$ cat src/rtl/da_pkg.sv
// Shared types and elaboration-time helpers for the distributed-arithmetic SOP engine.
package da_pkg;

  typedef enum logic [1:0] {
    IDLE  = 2'd0,
    SHIFT = 2'd1,
    DONE  = 2'd2
  } state_t;

  function automatic int clog2(input int value);
    int r;
    r = 0;
    while ((1 << r) < value) r++;
    return r;
  endfunction

  // Result width: one sample's worth of bit-plane weights on top of the entry width.
  function automatic int sop_width(input int b, input int l);
    return b + l;
  endfunction

endpackage

$ cat src/rtl/da_lut.sv
// Runtime-writable 2^N-entry partial-sum table: synchronous write, asynchronous read, clears on reset.
module da_lut
  import da_pkg::*;
#(
  parameter int N = 4,
  parameter int L = 10
) (
  input  logic         clk,
  input  logic         reset_n,
  input  logic         we,
  input  logic [N-1:0] waddr,
  input  logic [L-1:0] wdata,
  input  logic [N-1:0] raddr,
  output logic [L-1:0] rdata
);

  localparam int DEPTH = 2 ** N;

  logic [L-1:0] entry_view [DEPTH];

  genvar gi;
  generate
    for (gi = 0; gi < DEPTH; gi++) begin : g_entry
      logic [L-1:0] entry_reg;

      always_ff @(posedge clk) begin
        if (!reset_n) begin
          entry_reg <= '0;
        end else if (we && (waddr == N'(gi))) begin
          entry_reg <= wdata;
        end
      end

      assign entry_view[gi] = entry_reg;
    end
  endgenerate

  assign rdata = entry_view[raddr];

endmodule

$ cat src/rtl/da_sop_engine.sv
// Bit-serial distributed-arithmetic sum-of-products: y = sum c_k*x_k, one bit-plane per cycle,
// LSB first, with the sign-bit plane subtracted for two's-complement samples.
module da_sop_engine
  import da_pkg::*;
#(
  parameter int N = 4,
  parameter int B = 8,
  parameter int L = 10,
  parameter int W = sop_width(B, L)
) (
  input  logic           clk,
  input  logic           reset_n,
  input  logic [N*B-1:0] x_in,
  input  logic           signed_mode,
  input  logic           in_valid,
  output logic           in_ready,
  input  logic           lut_we,
  input  logic [N-1:0]   lut_addr,
  input  logic [L-1:0]   lut_data,
  output logic           busy,
  output logic [W-1:0]   y,
  output logic           y_valid
);

  localparam int CW = (clog2(B) < 1) ? 1 : clog2(B);

  state_t                state_reg;
  logic [N-1:0][B-1:0]   shift_reg;
  logic signed [W-1:0]   acc_reg;
  logic signed [W-1:0]   acc_next;
  logic signed [W-1:0]   entry_ext;
  logic signed [W-1:0]   term;
  logic [CW-1:0]         cnt_reg;
  logic                  sign_reg;
  logic                  last_plane;
  logic                  table_we;
  logic [N-1:0]          rd_index;
  logic [L-1:0]          rd_data;

  assign in_ready = (state_reg == IDLE);
  assign busy     = (state_reg != IDLE);
  // The table must stay stable while bit-planes are being looked up.
  assign table_we = lut_we && (state_reg != SHIFT);

  genvar gi;
  generate
    for (gi = 0; gi < N; gi++) begin : g_index
      assign rd_index[gi] = shift_reg[gi][0];
    end
  endgenerate

  da_lut #(
    .N(N),
    .L(L)
  ) u_lut (
    .clk    (clk),
    .reset_n(reset_n),
    .we     (table_we),
    .waddr  (lut_addr),
    .wdata  (lut_data),
    .raddr  (rd_index),
    .rdata  (rd_data)
  );

  assign last_plane = (cnt_reg == CW'(B - 1));

  always_comb begin
    entry_ext = {{(W - L){rd_data[L-1]}}, rd_data};
    term      = entry_ext <<< (B - 1);
    // Sign-bit plane carries weight -2^(B-1) for two's-complement samples.
    acc_next  = (acc_reg >>> 1) + ((last_plane && sign_reg) ? -term : term);
  end

  always_ff @(posedge clk) begin
    if (!reset_n) begin
      state_reg <= IDLE;
      shift_reg <= '0;
      acc_reg   <= '0;
      cnt_reg   <= '0;
      sign_reg  <= 1'b0;
      y         <= '0;
      y_valid   <= 1'b0;
    end else begin
      y_valid <= 1'b0;
      case (state_reg)
        IDLE: begin
          if (in_valid) begin
            for (int k = 0; k < N; k++) shift_reg[k] <= x_in[k*B +: B];
            sign_reg  <= signed_mode;
            acc_reg   <= '0;
            cnt_reg   <= '0;
            state_reg <= SHIFT;
          end
        end
        SHIFT: begin
          for (int k = 0; k < N; k++) shift_reg[k] <= shift_reg[k] >> 1;
          acc_reg <= acc_next;
          cnt_reg <= cnt_reg + 1'b1;
          if (last_plane) begin
            // Strobe is registered here so it is high during the DONE cycle.
            y         <= acc_next;
            y_valid   <= 1'b1;
            state_reg <= DONE;
          end
        end
        DONE: begin
          state_reg <= IDLE;
        end
        default: begin
          state_reg <= IDLE;
        end
      endcase
    end
  end

endmodule

$ cat config.mk
export PLATFORM = sky130hd
export DESIGN_NAME = da_sop_engine
export DESIGN_NICKNAME = d
export VERILOG_FILES = /design/src/rtl/da_pkg.sv /design/src/rtl/da_lut.sv /design/src/rtl/da_sop_engine.sv
export SDC_FILE = /design/constraint.sdc
export NUM_CORES = 1
export LEC_CHECK = 0
export BUFFER_PORTS_ARGS = -buffer_cell sky130_fd_sc_hd__buf_4
export CELL_PAD_IN_SITES_DETAIL_PLACEMENT = 1
export CELL_PAD_IN_SITES_GLOBAL_PLACEMENT = 1
export CORE_MARGIN = 1
export CORE_UTILIZATION = 40
export CTS_CLUSTER_SIZE = 8
export DETAILED_ROUTE_END_ITERATION = 8
export PLACE_DENSITY = 0.8
export RECOVER_POWER = 25
export SLEW_MARGIN = 25
export SYNTH_ARGS = -nofsm -noshare
export SYNTH_HDL_FRONTEND = slang
export SYNTH_SLANG_ARGS = --single-unit
export TNS_END_PERCENT = 20
$ cat constraint.sdc
create_clock -name clk -period 7.4 [get_ports clk]
set_input_delay 1.48 -clock clk [delete_from_list [all_inputs] [get_ports clk]]
set_output_delay 1.48 -clock clk [all_outputs]
set_load 0.1 [all_outputs]
==> results of run 1 <==
==> power by group through the flow <==
stage	registers, uW	clock network (uW)	logic (uW)
final	1320	1400	216
after global routing	1320	1480	234
after CTS	1320	1430	216
after detailed placement	1350	0	213
after global placement	1340	0	208
after floorplan	1330	0	161
==> logic make-up after synthesis <==
group           Yosys count
xor+xnor                 18
buf+inv                  95
flops                   234
mux                     204
compound gates          109
simple gates            394
fa+ha+maj                15
==> worst reg2reg max path: cells and delay by family (launching register included) <==
family | cells | cell delay [ps]
buf+inv | 2 | 3280
flops | 1 | 340
mux | 1 | 280
simple gates | 4 | 1160
==> synth_stat cells, drive strengths merged (14+ instances only) <==
cell type	number	share of area
nor2	201	0.072
mux4	43	0.094
a21oi	28	0.013
dfxtp	234	0.45
a21boi	15	0.011
clkbuf	68	0.024
nand3	26	0.012
buf	17	0.0093
mux2i	160	0.15
nand2	126	0.045
ha	14	0.017
nor2b	14	0.0084
a311oi	28	0.023
==> routing by layer <==
layer  share of wire  vias to the layer above  GRT usage
met2            0.49                      162     0.3744
met1            0.45                     4005     0.2720
met4           0.024                        0    0.06818
met5               0                        -          0
li1                -                     3792          -
met3           0.038                       51    0.03428
==> worst paths after layout <==
check | end | depth (start not counted) | from | slack, ps
worst max-delay path | u_lut.g_entry[14].entry_reg[6] | 7 | state_reg[1] | 2200
worst min-delay path | y[3] | 2 | y[3] | 450
worst max register to register | u_lut.g_entry[14].entry_reg[6] | 7 | state_reg[1] | 2200
worst min register to register | y[3] | 2 | y[3] | 450
==> final cells by class <==
class | instances | area share
Multi-Input combinational cell | 740 | 0.4451
Timing Repair Buffer | 89 | 0.05385
Sequential cell | 234 | 0.3865
Clock buffer | 36 | 0.07428
Tap cell | 330 | 0.03405
Inverter | 10 | 0.003508
Clock inverter | 3 | 0.002786
==> cells in the final DEF, fill, tap and decap left out, types with 26 or more instances in the layout <==
cell	instances
a21oi_1	28
a311oi_1	28
buf_4	84
clkbuf_16	36
dfxtp_1	232
mux2i_1	160
mux4_2	38
nand2_1	125
nand3_1	26
nor2_1	201
==> stage by stage <==
step                setup WS, ps  cells  hold WS [ps]  cell area [sq um]  power, uW
global route                1788   1442         469.8              12130       3036
finish                      2203   1442         454.7              12130       2935
global placement            2599   1403         441.7              11210       1553
floorplan                   3261   1069         432.2              10460       1486
CTS                         2436   1442         457.1              12150       2964
detailed placement          2456   1403         450.4              11210       1559
==> results by group, run 1 <==
Detailed routing
  • Wirelength, routed: 28,550 um
  • Antenna Violating Nets Remaining: 0
  • Via count: 8,010
  • DR pass1 iterations: 4
  • Drt initial violations: 498
  • Residual DRC count: 0
  • Via density: between 5 and 6
  • WL/cell: 19.80 um

Critical path
  • Critical path's top delay family: buffers and inverters
  • Startpoint Class: flop
  • Critical path type: reg -> reg
  • Cell Chain, Critical Path: nand2b_2 > clkbuf_1 > nand4_1 > nor2_1 > clkbuf_1 > mux2i_1 > nor2_1
  • CP endpoint kind: flop
  • Critical path fanouts, max: 86
  • WP data required: 7750 ps
  • Arr. time, crit path: about 5600 ps
  • Worst path bufs/invs: 2
  • Crit-path max cell delay: 2510 ps
  • Critical-path top delay cell: clkbuf_1

Clocking
  • H-Tree Depth: 2
  • Reg clk slew, reported paths: approximately 50 ps
  • CTS tree: built
  • Worst skew pair latency: between 500 and 600 ps
  • Postcts setup bufs: 0
  • Clock tree buffer depth: 3
  • Cts repair resizes: 0
  • Clock Sinks: 234
  • Hold-fix buffers at CTS: 0
  • CTS Buf Count: 35
  • Root Buffer: clkbuf_16

Worst hold path
  • Hold WC Path Type: reg -> reg

Power and ir drop
  • VDD IR max: 178.2 uV
  • Combinational fraction of design power: 0.074
  • Power Density: 242.0 nW/um^2
  • Clock power frac: 0.476
  • Flop pwr share: 0.451
  • P_sw: 703.4 uW
  • Internal Power: 2231 uW
  • Leakage: about 0.0047 uW
  • Sw Share: 0.2397

Synth
  • Mux contribution to synthesized area: 0.2487
  • Simple-Gate Fraction of Synth Area: 0.1562
  • Synth Cell Area: 10,460 sq um
  • Main combinational cell family by area after synthesis: multiplexers
  • Compound-Gate Fraction of Synth Area: 0.07468
  • Synth Area in Adders: 0.01867
  • Cells after Synth: 1,069
  • Seq/Total Area, Yosys: 0.4481
  • Post-synth top flop: dfxtp_1
  • Xor/xnor share of the synthesized area: 0.01640
  • Library cells used by synthesis: 49
  • Mapped Avg Cell Area: 9.780 sq um
  • Yosys Warn Count: 0
  • Synth async-reset ratio: 0
  • Syn nets: between 1,000 and 1,500
  • Seq cells post-synth: 234
  • Number of flops mapped to enable cells by yosys: 0

Finish
  • Antenna fix cells: 0
  • FF/Latch Area: 4687 sq um
  • Fill cells: 2,863
  • Nets: 1,176
  • Layout area overhead: 16.00%
  • Largest register FFs: 160
  • Area of the multi-input gates: 5398 sq um
  • Layout cells sized above 1: 0.1565
  • Final core occ: 0.4775

Status
  • Failing checks: capacitance limit, slew limit
  • Run status: finished with violations

GRT
  • Vias in the first global route: between 8,000 and 9,000
  • All-Layer GR Usage: 0.2156
  • Grt ovf: 0
  • Global-route wire length before repair: 45,340 um
  • Largest net degree at the start of global routing: 109
  • Initial antenna violation count: 0

STA
  • Setup Skew: 19.27 ps
  • Post-layout min period: 5197 ps
  • Setup TNS: 0 ps
  • Slew HR: -1.398
  • Max Clock Freq: 192.4 MHz
  • Part of the cycle the worst path needs: 0.7024
  • Final Slew Violations: roughly 170
  • RSZ-0062 raised after global routing: no
  • Worst Max-Slew Pin Slew: 3597 ps
  • Hold Vio Cnt, Final: 0
  • Setup violators final: 0

Floorplanning
  • Initial Utilization: 0.4116
  • Die height: 163.7 um
  • # rows: 58
  • Die area: roughly 27,000 sq um
  • Die Wd: 163.7 um
  • Io pins: 72
  • Core area: between 20,000 and 30,000 sq um

Place
  • Detailed placer's ending HPWL: 18,060 um
  • Port bufs: 71
  • GP Congestion: 0.8390

Flow run
  • Max_cap viols: 3
(Power assumes the default switching activity.)
==> inputs of run 2 (changes only) <==
--- a/config.mk
+++ b/config.mk
@@ -5,6 +5,7 @@
 export SDC_FILE = /design/constraint.sdc
 export NUM_CORES = 1
 export LEC_CHECK = 0
+export ABC_AREA = 1
 export BUFFER_PORTS_ARGS = -buffer_cell sky130_fd_sc_hd__buf_4
 export CELL_PAD_IN_SITES_DETAIL_PLACEMENT = 1
 export CELL_PAD_IN_SITES_GLOBAL_PLACEMENT = 1
@@ -12,7 +13,7 @@
 export CORE_UTILIZATION = 40
 export CTS_CLUSTER_SIZE = 8
 export DETAILED_ROUTE_END_ITERATION = 8
-export PLACE_DENSITY = 0.8
+export PLACE_DENSITY = 0.84
 export RECOVER_POWER = 25
 export SLEW_MARGIN = 25
 export SYNTH_ARGS = -nofsm -noshare
==> constraint.sdc (replaced) <==
create_clock -name clk -period 4.9 [get_ports clk]
set_input_delay 0.98 -clock clk [delete_from_list [all_inputs] [get_ports clk]]
set_output_delay 0.98 -clock clk [all_outputs]
set_load 0.1 [all_outputs]
==> run 2 against run 1 <==
Against the previous run: the flow still finishes with violations (capacitance limit, slew limit); highest routed layer unchanged; global-route usage grew 3.1 points; die area grew 2.7%; utilization shrank 1.2 points; critical path type unchanged; setup slack lost 1600 ps; flip-flop and latch count is the same; critical endpoint is now acc_reg[14]; sequential share of layout area shrank 0.25 points; register-to-register slack lost 1600 ps; hold slack lost 2.9 ps.
==> results by group, run 2 <==
Status
  • Run status: finished with violations
  • Failing checks: capacitance limit, slew limit

Synth
  • Seq cells post-synth: 234
  • Library cells used by synthesis: 36
  • Post-synth top flop: dfxtp_1
  • Synth Cell Area: 10,750 sq um
  • Mapped Avg Cell Area: 7.014 sq um
  • Yosys Warn Count: 0
  • Share of the synthesized area in the top cell type: 0.4360
  • Synth async-reset ratio: 0
  • Seq/Total Area, Yosys: 0.4360
  • Top cells by count, synth: nor2_1 (269), dfxtp_1 (234), nand2_1 (217), o21ai_0 (217), inv_1 (152)
  • Syn nets: 1,598
  • Cells after Synth: 1,532
  • Number of flops mapped to enable cells by yosys: 0
  • Yosys top cell by area: dfxtp_1
  • Ranking of synthesized cells by area: dfxtp_1 (44%), o21ai_0 (10%), nor2_1 (9.4%)
  • Most common cell in the netlist: nor2_1

Critical path
  • Startpoint Class: flop
  • WP data required: 5330 ps
  • Critical path type: reg -> reg
  • Critical path fanouts, max: 52
  • Arr. time, crit path: 4700 ps
  • CP endpoint kind: flop
  • Worst-case reg-to-reg path depth: 19

Detailed routing
  • DR pass1 iterations: 5
  • Residual DRC count: 0
  • Via count: 10,330
  • Drt initial violations: 647
  • Via density: between 5 and 6
  • WL/cell: 17.75 um
  • Wirelength, routed: 33,580 um
  • Antenna Violating Nets Remaining: 0

GRT
  • Vias in the first global route: between 10,000 and 15,000
  • Grt ovf: 0
  • Global-route wire length before repair: about 55,000 um
  • All-Layer GR Usage: 0.2467
  • Initial antenna violation count: 0
  • Largest net degree at the start of global routing: 102

Finish
  • Layout area overhead: 13.65%
  • Antenna fix cells: 0
  • Largest register FFs: 160
  • Fill cells: about 3,300
  • Nets: 1,620
  • Highest-count cells in the layout ignoring fill and taps: nor2_1 (267), dfxtp_1 (233), o21ai_0 (217), nand2_1 (217), inv_1 (152)
  • Final non-filler cell total: ~1,900
  • Most common cell after layout, fill and taps aside: nor2_1
  • Layout cells sized above 1: 0.07643

Floorplanning
  • Die height: 165.9 um
  • Core area: approximately 26,000 sq um
  • Initial Utilization: 0.4100
  • Die Wd: 165.9 um
  • Die area: 27,520 sq um
  • Io pins: 72
  • # rows: 59

Clocking
  • Postcts setup bufs: 0
  • Root Buffer: clkbuf_16
  • Clock Sinks: 234
  • CTS Buf Count: 35
  • Reg clk slew, reported paths: 50 ps
  • CTS tree: built
  • Hold-fix buffers at CTS: 0
  • Clock tree buffer depth: 3
  • Cts repair resizes: 0
  • Worst skew pair latency: 510 ps
  • H-Tree Depth: 2

Power and ir drop
  • P_sw: around 1300 uW
  • Combinational fraction of design power: 0.141
  • Power, Total: around 4800 uW
  • VDD IR max: 182.4 uV
  • Sw Share: 0.2724
  • Flop pwr share: 0.417
  • Internal Power: approximately 3500 uW
  • Leakage: between 0.005 and 0.006 uW
  • Clock power frac: 0.442
  • Power Density: 394.5 nW/um^2

STA
  • Slack of the critical path: between 600 and 700 ps
  • Hold Vio Cnt, Final: 0
  • Final Slew Violations: about 100
  • Post-layout min period: 4270 ps
  • Setup TNS: 0 ps
  • WHS: 451.8 ps
  • RSZ-0062 raised after global routing: no
  • Setup Skew: 15.34 ps
  • Setup violators final: 0
  • Part of the cycle the worst path needs: 0.8714
  • Slew HR: -0.2631
  • Max Clock Freq: around 230 MHz
  • Worst Max-Slew Pin Slew: 1895 ps

Place
  • Port bufs: 71
  • Place WS: slightly above 700 ps
  • Detailed placer's ending HPWL: approximately 22,000 um
  • Dpl cells: 1,852
  • GP Congestion: 0.8593

Worst hold path
  • Hold WC Path Type: reg -> reg
  • WHS Path Cells: 2

Flow run
  • Max_cap viols: 1
==> run 2: changes by cell type in the layout (fill, tap and decap cells not counted), sizes merged, moves of 14 or more <==
cell / change
buf: -19
mux4: -43
mux2i: -160
nor2b: -14
a21oi: +94
nand3: +57
a311oi: -28
a21boi: -15
inv: +144
o21ai: +227
clkbuf: +21
nand2: +92
nor2: +69
a211oi: +47
==> run 2: final timing paths <==
check	to	startpoint	slack [ps]
max	acc_reg[14]	rd_index[0]	630
max reg2reg	acc_reg[14]	rd_index[0]	630
min	shift_reg[30]	shift_reg[30]	450
min reg2reg	shift_reg[30]	shift_reg[30]	450
==> run 2: area by class of cell <==
class | count | area, sq um | area share
well taps | 335 | 419.2 | 0.03432
multi-input cells | 1040 | 5002 | 0.4096
clock inverters | 1 | 7.507 | 0.0006148
inverters | 155 | 584.3 | 0.04785
flip-flops and latches | 234 | 4688 | 0.3839
repair buffers | 88 | 576.8 | 0.04723
clock buffers | 39 | 933.4 | 0.07643
==> run 2: power by group through the flow <==
stage	combinational [uW]	clock (uW)	sequential, uW
after floorplan	495	0	2020
after CTS	678	2160	2010
after global placement	647	0	2040
final	680	2130	2010
after detailed placement	669	0	2040
after global routing	754	2250	2010
==> run 2: routing by layer <==
metal,track usage,up-vias,share of wire
li1,-,5031,-
met1,0.3095,5018,0.45
met2,0.4287,212,0.49
met3,0.03456,69,0.041
met4,0.09265,0,0.028
met5,0,-,0
==> run 2: stage by stage <==
stage,area (sq um),util
global route,12210,0.4660
global placement,11350,0.4333
detailed placement,11350,0.4333
finish,12210,0.4660
CTS,12300,0.4692
floorplan,10750,-
==> run 2: kinds of logic (layout without fill, tap and decap cells) <==
logic type / after synthesis / after routing / synth area share
AOI/OAI and AO/OA: 433 / 433 / 0.2210
xor gates and xnor gates: 15 / 15 / 0.01223
adders and majority gates: 15 / 15 / 0.01817
buffers and inverters: 258 / 283 / 0.09944
DFF: 234 / 234 / 0.4360
and+or+nand+nor: 577 / 577 / 0.2132
==> run 2: worst max-delay path, cell delays in order (launching register included) <==
cell	delay (ps)
dfxtp_4	680
inv_4	360
o21ai_0	290
o221ai_1	130
nand3_1	140
nand2_1	100
inv_1	90
ha_1	220
or2_2	280
o21ai_0	150
inv_1	80
ha_1	280
nand2_1	60
o21a_1	200
o21ai_0	290
a21oi_1	110
o21ai_0	200
xor2_1	260
nand2_1	100
a21oi_1	150
